<file path="src/rtl/enc_pkg.sv">
// Shared constants, state type and encoder helper
// for the event capture / 8:3 encoder path.
package enc_pkg;
  localparam int N_LINES = 8;
  localparam int CODE_W  = 3;

  typedef enum logic {IDLE, HOLD} st_t;

  function automatic logic [CODE_W-1:0]
    onehot_to_code(input logic [N_LINES-1:0] oh);
    logic [CODE_W-1:0] c;
    c = '0;
    for (int i = 0; i < N_LINES; i++)
      if (oh[i]) c |= CODE_W'(i);
    return c;
  endfunction
endpackage

</file>
<file path="src/rtl/event_capture_enc8_if.sv">
// Valid/ready output bus carrying the selected
// event as one-hot plus binary code.
interface event_capture_enc8_if;
  import enc_pkg::*;
  logic                out_valid;
  logic                out_ready;
  logic [N_LINES-1:0]  out_onehot;
  logic [CODE_W-1:0]   out_code;

  modport master (
    output out_valid, out_onehot, out_code,
    input  out_ready
  );
  modport slave (
    input  out_valid, out_onehot, out_code,
    output out_ready
  );
endinterface

</file>
<file path="src/rtl/event_capture_enc8_prio_pick8.sv">
// Combinational priority picker over the
// pending vector; direction set by PRIO_MSB.
module prio_pick8
  import enc_pkg::*;
#(
  parameter bit PRIO_MSB = 1'b1
) (
  input  logic [N_LINES-1:0] pending,
  output logic [N_LINES-1:0] onehot,
  output logic [CODE_W-1:0]  code,
  output logic               any
);
  always_comb begin
    onehot = '0;
    if (PRIO_MSB) begin
      for (int i = 0; i < N_LINES; i++)
        if (pending[i]) begin
          onehot    = '0;
          onehot[i] = 1'b1;
        end
    end else begin
      for (int i = N_LINES-1; i >= 0; i--)
        if (pending[i]) begin
          onehot    = '0;
          onehot[i] = 1'b1;
        end
    end
  end

  assign code = onehot_to_code(onehot);
  assign any  = |pending;
endmodule

</file>
<file path="src/rtl/event_capture_enc8.sv">
// Rising-edge capture into sticky pending bits,
// priority select into a valid/ready output stage.
module event_capture_enc8
  import enc_pkg::*;
#(
  parameter bit PRIO_MSB = 1'b1,
  parameter int CNT_W    = 8
) (
  input  logic                clk,
  input  logic                rst,
  input  logic                clr,
  input  logic [N_LINES-1:0]  ev_in,
  event_capture_enc8_if.master bus,
  output logic [N_LINES-1:0]  pending,
  output logic [CNT_W-1:0]    drop_cnt
);
  localparam int SW = CNT_W + 4;

  logic [N_LINES-1:0] ev_q, ev_edge;
  logic [N_LINES-1:0] take_mask, drop_vec;
  logic [N_LINES-1:0] pick_oh, oh_nxt;
  logic [CODE_W-1:0]  pick_code, code_nxt;
  logic               pick_any, load;
  logic [SW-1:0]      sum;
  st_t                state, state_nxt;

  // Tracks ev_in through reset too, so lines held
  // high across reset release are not new events.
  always_ff @(posedge clk)
    ev_q <= ev_in;

  assign ev_edge = ev_in & ~ev_q;

  prio_pick8 #(.PRIO_MSB(PRIO_MSB)) u_pick (
    .pending (pending),
    .onehot  (pick_oh),
    .code    (pick_code),
    .any     (pick_any)
  );

  always_ff @(posedge clk)
    if (rst || clr) state <= IDLE;
    else            state <= state_nxt;

  always_comb begin
    state_nxt = state;
    load      = 1'b0;
    unique case (state)
      IDLE:
        if (pick_any) begin
          load      = 1'b1;
          state_nxt = HOLD;
        end
      HOLD:
        if (bus.out_ready) begin
          if (pick_any) load = 1'b1;
          else          state_nxt = IDLE;
        end
    endcase
  end

  always_comb begin
    oh_nxt   = '0;
    code_nxt = '0;
    if (load) begin
      oh_nxt   = pick_oh;
      code_nxt = pick_code;
    end else if (state_nxt == HOLD) begin
      oh_nxt   = bus.out_onehot;
      code_nxt = bus.out_code;
    end
  end

  assign take_mask = load ? pick_oh : '0;
  assign drop_vec  = ev_edge & pending & ~take_mask;
  assign bus.out_valid = (state == HOLD);

  always_ff @(posedge clk)
    if (rst || clr) begin
      bus.out_onehot <= '0;
      bus.out_code   <= '0;
    end else begin
      bus.out_onehot <= oh_nxt;
      bus.out_code   <= code_nxt;
    end

  always_ff @(posedge clk)
    if (rst || clr)
      pending <= '0;
    else
      pending <= (pending & ~take_mask) | ev_edge;

  assign sum = SW'(drop_cnt)
             + SW'($countones(drop_vec));

  always_ff @(posedge clk)
    if (rst || clr)
      drop_cnt <= '0;
    else if (|sum[SW-1:CNT_W])
      drop_cnt <= '1;
    else
      drop_cnt <= sum[CNT_W-1:0];
endmodule

</file>
<file path="src/flat_wrapper.sv">
// flat-port wrapper written by rule: the top's interface ports become plain ports
module event_capture_enc8_flat import enc_pkg::*;
#(
  parameter bit PRIO_MSB = 1'b1,
  parameter int CNT_W    = 8
)
  (clk, rst, clr, ev_in, pending, drop_cnt, bus_out_valid, bus_out_onehot, bus_out_code, bus_out_ready);
  event_capture_enc8_if bus_i ();
  input  logic clk;
  input  logic rst;
  input  logic clr;
  input  logic [N_LINES-1:0] ev_in;
  output logic [N_LINES-1:0] pending;
  output logic [CNT_W-1:0] drop_cnt;
  output wire logic [$bits(bus_i.out_valid)-1:0] bus_out_valid;
  output wire logic [$bits(bus_i.out_onehot)-1:0] bus_out_onehot;
  output wire logic [$bits(bus_i.out_code)-1:0] bus_out_code;
  input wire logic [$bits(bus_i.out_ready)-1:0] bus_out_ready;
  assign bus_out_valid = bus_i.out_valid;
  assign bus_out_onehot = bus_i.out_onehot;
  assign bus_out_code = bus_i.out_code;
  assign bus_i.out_ready = bus_out_ready;
  event_capture_enc8 #(.PRIO_MSB(PRIO_MSB), .CNT_W(CNT_W)) u_core (.clk(clk), .rst(rst), .clr(clr), .ev_in(ev_in), .bus(bus_i), .pending(pending), .drop_cnt(drop_cnt));
endmodule
</file>
<file path="config.mk">
export PLATFORM = sky130hd
export DESIGN_NAME = event_capture_enc8_flat
export DESIGN_NICKNAME = d
export VERILOG_FILES = /design/src/rtl/enc_pkg.sv /design/src/rtl/event_capture_enc8_if.sv /design/src/rtl/event_capture_enc8_prio_pick8.sv /design/src/rtl/event_capture_enc8.sv /design/src/flat_wrapper.sv
export SDC_FILE = /design/constraint.sdc
export NUM_CORES = 1
export LEC_CHECK = 0
export BUFFER_PORTS_ARGS = -buffer_cell sky130_fd_sc_hd__clkbuf_2
export CAP_MARGIN = 20
export CORE_ASPECT_RATIO = 1.5
export CORE_UTILIZATION = 52
export CTS_CLUSTER_SIZE = 25
export DETAILED_ROUTE_END_ITERATION = 8
export PLACE_DENSITY_LB_ADDON = 0.25
export SLEW_MARGIN = 10
export SYNTH_ARGS = -nofsm -noshare
export SYNTH_HDL_FRONTEND = slang
export SYNTH_SLANG_ARGS = --single-unit
</file>
<file path="constraint.sdc">
create_clock -name clk -period 5 [get_ports clk]
set_clock_uncertainty 0.2 [all_clocks]
set_input_delay 0.25 -clock clk [delete_from_list [all_inputs] [get_ports clk]]
set_output_delay 0.25 -clock clk [all_outputs]
set_load 0.01 [all_outputs]
</file>
Yosys cells after proc, flatten, opt, wreduce, memory -nomap -nowiden. Cells that the tools add are included.

Output and inout bits: 28. Bits in registers: 36. Input port bits: 12.

Multiplexer cells: 26. Add/sub/neg operators: 8. Equal/unequal tests: 1. Bitwise operators: 8. Reductions and logical operators: 3.

Operators by type and width (count): 2-to-1 mux 8 bit (11); adder 12 bit (3); bitwise AND 8 bit (4); 2-to-1 mux 3 bit (6); NOT 8 bit (2); adder 8 x 12 -> 12 bit (1); adder 1 x 1 -> 2 bit (4); bitwise OR 8 bit (1); OR reduction 8 bit (1); 2-to-1 mux 1 bit (5); 2-to-1 mux 2 bit (2); case mux 1 bit (2 select lines) (2); OR reduction 4 bit (1); inequality test 2 x 1 -> 1 bit, second input constant (1); logical OR 1 bit (1); NOT 1 bit (1).

Logic depth before layout (Yosys ltp).
Word-level depth: 17. Mapped depth: 16.

Modules after synthesis. A second synthesis with hierarchy kept.

Cells, all modules: 177. Area, all modules: 1605.3 um^2.

By module, submodules not included: event_capture_enc8 (area an instance 1471.4 um^2, cells an instance 158, instances 1); prio_pick8 (area an instance 133.9 um^2, cells an instance 19, instances 1).

Least setup slack after synthesis. No wires, ideal clock.

Path kind: reg2reg. Start point: reg u_core.state, in the netlist u_core.bus.out_valid. End point: reg u_core.drop_cnt[4]. Arrival time: 3446 ps. Stages on the path, launching flop included: 15. Period minus slack after synthesis: 3762 ps. Path buffers: 1. Setup slack: 1238 ps. Cell sequence: dfxtp_1 > nor2b_1 > buf_2 > o21ai_0 > nor2_1 > ha_1 > inv_1 > fa_1 > fa_1 > fa_1 > inv_1 > fa_1 > a21o_1 > a21o_2 > o211a_1.

Cells in the longest elaborated chain, start to end: 11.

Ends and longest elaborated chain: start: declaration (RTL line event_capture_enc8.sv:25) `st_t state, state_nxt;`; start signal: assignment (RTL line event_capture_enc8.sv:43) `else state <= state_nxt;`; NOT 1 bit (RTL line event_capture_enc8.sv:48) `unique case (state)`; case mux 1 bit (2 select lines) (*) (RTL line event_capture_enc8.sv:48); 2-to-1 mux 8 bit (*) (RTL line event_capture_enc8.sv:74) `assign take_mask = load ? pick_oh : '0;`; NOT 8 bit (*) (RTL line event_capture_enc8.sv:75) `assign drop_vec = ev_edge & pending & ~take_mask;`; bitwise AND 8 bit (*) (RTL line event_capture_enc8.sv:75); adder 1 x 1 -> 2 bit (implied by the code) (RTL line event_capture_enc8.sv:94) `+ SW'($countones(drop_vec));`; adder 12 bit (implied by the code) (RTL line event_capture_enc8.sv:94); adder 12 bit (implied by the code) (*) (RTL line event_capture_enc8.sv:94); adder 8 x 12 -> 12 bit (*) (RTL line event_capture_enc8.sv:94); OR reduction 4 bit (RTL line event_capture_enc8.sv:99) `else if (|sum[SW-1:CNT_W])`; 2-to-1 mux 8 bit (*) (RTL line event_capture_enc8.sv:99); end signal: assignment (RTL line event_capture_enc8.sv:102) `drop_cnt <= sum[CNT_W-1:0];`; end: declaration (RTL line event_capture_enc8.sv:15) `output logic [CNT_W-1:0] drop_cnt`.

Every way passes the cells marked *; elsewhere a longest branch is shown, timed or not. A chain may end at the register's enable or synchronous reset.

Worst setup path after layout.
Start point: reg u_core.state, in the netlist u_core.bus.out_valid. End point: reg u_core.drop_cnt[6].

The elaborated chain is that of the path after synthesis.

==> results.sh <==
export IMPL_grt_pass1_wl_mm=6.08
export IMPL_synth_top_family_by_area="simple AND/OR/NAND/NOR gates"
export IMPL_max_stage_delay_ns=0.53
export IMPL_drtPass1Iterations=4
export IMPL_whs_ns=0.138
export IMPL_die_area_um2=3390
export IMPL_power_frac_comb_pct=7.8
export IMPL_ys_flop_type="dfxtp_1"
export IMPL_synth_xor_area_share_pct=0.534
export IMPL_drt_iter0_markers=27
export IMPL_die_h_um=70.8
export IMPL_fin_tns_setup_ns=0
export IMPL_synth_nets=206
export IMPL_synth_edf_count=0
export IMPL_power_w=0.000547
export IMPL_grt_max_degree=24
export IMPL_cts_tree="done"
export IMPL_mostFrequentLayoutCells="clkbuf_2, dfxtp_1, a21oi_1"
export IMPL_ant_nets=0
export IMPL_drt_wl_total_mm=3.71
export IMPL_ys_seq_elements=36
export IMPL_row_count=24
export IMPL_cts_clk_slew_worst_paths_ns=0.08
export IMPL_seq_area_um2=721
export IMPL_setup_violations_final=0
export IMPL_hpwl_mm=2.72
export IMPL_clkLatencyLatePin_ns=0.30
export IMPL_syn_area_um2=1640
export IMPL_overflow=0
export IMPL_p_leak_nw=0.924
export IMPL_cts_max_level=2
export IMPL_cp_start_kind="register"
export IMPL_vias_per_cell=5.35
export IMPL_synthAdderAreaFrac_pct=13.4
export IMPL_design_area_um2=2030
export IMPL_power_per_cell_area_nw_per_um2=269
export IMPL_switchingPower_w=0.000136
export IMPL_nets=256
export IMPL_placed_cell_area_um2=1870
export IMPL_numPortBuffers=39
export IMPL_crit_fanout=10
export IMPL_drive_above_1_share_pct=22.9
export IMPL_cts_hold_buf=8
export IMPL_crit_top_cell="fa_1"
export IMPL_grt_total_usage_pct=25.5
export IMPL_seqPwrFrac_pct=54.8
export IMPL_maxSlewViolCount=0
export IMPL_grt_antenna_before_repair=0
export IMPL_cts_buffer_depth=2
export IMPL_grt_pass1_vias=1415
export IMPL_timing_final_crit_period_ns=4.14
export IMPL_die_width_um=47.9
export IMPL_numCtsBuffers=5
export IMPL_antenna_cells=0
export IMPL_cts_setup_buffers=0
export IMPL_crit_chain="nand2b_1 -> nand3_1 -> o21ai_0 -> nor2_1 -> ha_1 -> inv_1 -> fa_1 -> fa_1 -> fa_1 -> inv_1 -> fa_1 -> a21o_1 -> a21o_2 -> a311oi_1"
export IMPL_worstPathArrival_ns=4.13
export IMPL_ir_drop_uv=207
export IMPL_synth_mux_area_fraction_pct=1.22
export IMPL_use_met2_pct=46.4
export IMPL_core_area_um2=2940
export IMPL_cp_end_kind="register"
export IMPL_busiest_layer="met2"
export IMPL_grt_use_met3_pct=7.40
export IMPL_p_int_w=0.000411
export IMPL_synthCells=180
export IMPL_cts_root_buf="clkbuf_8"
export IMPL_grtUsageMet1_pct=25.1
export IMPL_synth_compound_area_share_pct=16.2
export IMPL_fmax_mhz=241
export IMPL_post_route_period_util_pct=82.8
export IMPL_dr_total_vias=1444
export IMPL_multi_input_area_um2=845
export IMPL_clkPwrFrac_pct=37.5
export IMPL_synth_distinct_cells=38
export IMPL_synth_seq_area_share_pct=43.9
export IMPL_initial_core_util_pct=55.7
export IMPL_syn2layout_area_growth_pct=24.0
export IMPL_hp_class="in2reg"
export IMPL_drc=0
export IMPL_synth_area_per_cell_um2=9.11
export IMPL_worstMarginPinSlew_ns=0.535
export IMPL_final_common_cell="clkbuf_2"
export IMPL_wl_per_cell_um=13.7
export IMPL_gp_routability_congestion=0.794
export IMPL_p_sw_share_pct=24.9
export IMPL_slew_headroom_pct=64.2
export IMPL_crit_slowest_cell="fa_1"
export IMPL_cp_required_ns=4.99
export IMPL_ys_warn_count=0
export IMPL_yosys_area_share_simple_pct=20.1
export IMPL_async_flop_share_pct=0
export IMPL_outcome="finished, final reports clean"
export IMPL_cts_sinks=36
export IMPL_hold_viol=0
export IMPL_critPathKind="reg2reg"
export IMPL_nFillCells=267
export IMPL_io_pins=40
export IMPL_rsz0062_at_grt="no"
export IMPL_max_cap_violations=0
export IMPL_cts_resized=0
==> flip-flops by register name, indices dropped and copies added (netlist names) <==
register and cells:
u_core.ev_q 8, u_core.pending 8, u_core.bus.out_valid 1, u_core.drop_cnt 8, u_core.bus.out_code 3, u_core.bus.out_onehot 8
==> worst paths after layout <==
path / endpoint / from / slack, ns / cells after the start
max reg2reg: u_core.drop_cnt[6] / u_core.bus.out_valid / 0.86 / 14
min: u_core.bus.out_valid / clr / 0.14 / 3
max: u_core.drop_cnt[6] / u_core.bus.out_valid / 0.86 / 14
min reg2reg: u_core.bus.out_onehot[4] / u_core.bus.out_onehot[4] / 0.26 / 2
==> cells by family after synthesis <==
group | Yosys count
flip-flops | 36
AND/OR/NAND/NOR | 65
XOR/XNOR | 1
multiplexers | 2
adder cells (fa/ha/maj) | 14
AO/OA/AOI/OAI | 44
buffers and inverters | 18
==> through the flow <==
stage	util, %	setup slack (ns)	cells
after floorplan	-	1.24	180
after global placement	63.4	1.03	254
after detailed placement	63.4	0.832	254
after CTS	69.1	0.851	270
after global routing	69.1	0.590	270
final	69.1	0.858	270
==> synthesized netlist by cell type (3+ instances only) <==
| library cell | instances | area (µm²) |
|---|---|---|
| ha_1 | 8 | 100 |
| dfxtp_1 | 36 | 721 |
| a21oi_1 | 21 | 105 |
| nor2_1 | 17 | 63.8 |
| buf_2 | 3 | 15.0 |
| nand2_1 | 14 | 52.6 |
| fa_1 | 6 | 120 |
| nand3_1 | 6 | 30.0 |
| o21a_1 | 3 | 22.5 |
| nor2b_1 | 6 | 37.5 |
| inv_1 | 13 | 48.8 |
| o21ai_0 | 7 | 35.0 |
| nand2b_1 | 10 | 62.6 |
==> power groups by stage <==
stage | registers (W) | clock network (W) | logic (W)
after floorplan | 0.000307 | 0 | 0.0000214
after global placement | 0.000306 | 0 | 0.0000359
after detailed placement | 0.000306 | 0 | 0.0000370
after CTS | 0.000300 | 0.000207 | 0.0000422
after global routing | 0.000301 | 0.000224 | 0.0000471
final | 0.000300 | 0.000205 | 0.0000424
==> layer usage <==
layer / part of all wire (%) / vias to the layer above / wire (µm)
li1: - / 708 / -
met1: 37 / 689 / 1370
met2: 58 / 42 / 2140
met3: 4.2 / 5 / 155
met4: 1.4 / 0 / 51
met5: 0 / - / 0
==> layout make-up <==
type | instances | share of cell area, %
multi-input combinational | 126 | 41.5
sequential | 36 | 35.4
timing repair buffer | 48 | 13.9
clock buffer | 5 | 3.38
inverter | 13 | 2.40
tap | 39 | 2.40
clock inverter | 3 | 0.923
==> worst max-delay path, delay by kind of cell (launching register included) <==
| kind | cells | cell delay (ns) |
|---|---|---|
| DFF | 1 | 0.33 |
| and+or+nand+nor | 3 | 0.50 |
| AOI/OAI and AO/OA | 4 | 1.00 |
| buffers and inverters | 2 | 0.14 |
| adders and majority gates | 5 | 1.85 |
Power figures use the tool's default switching activity.
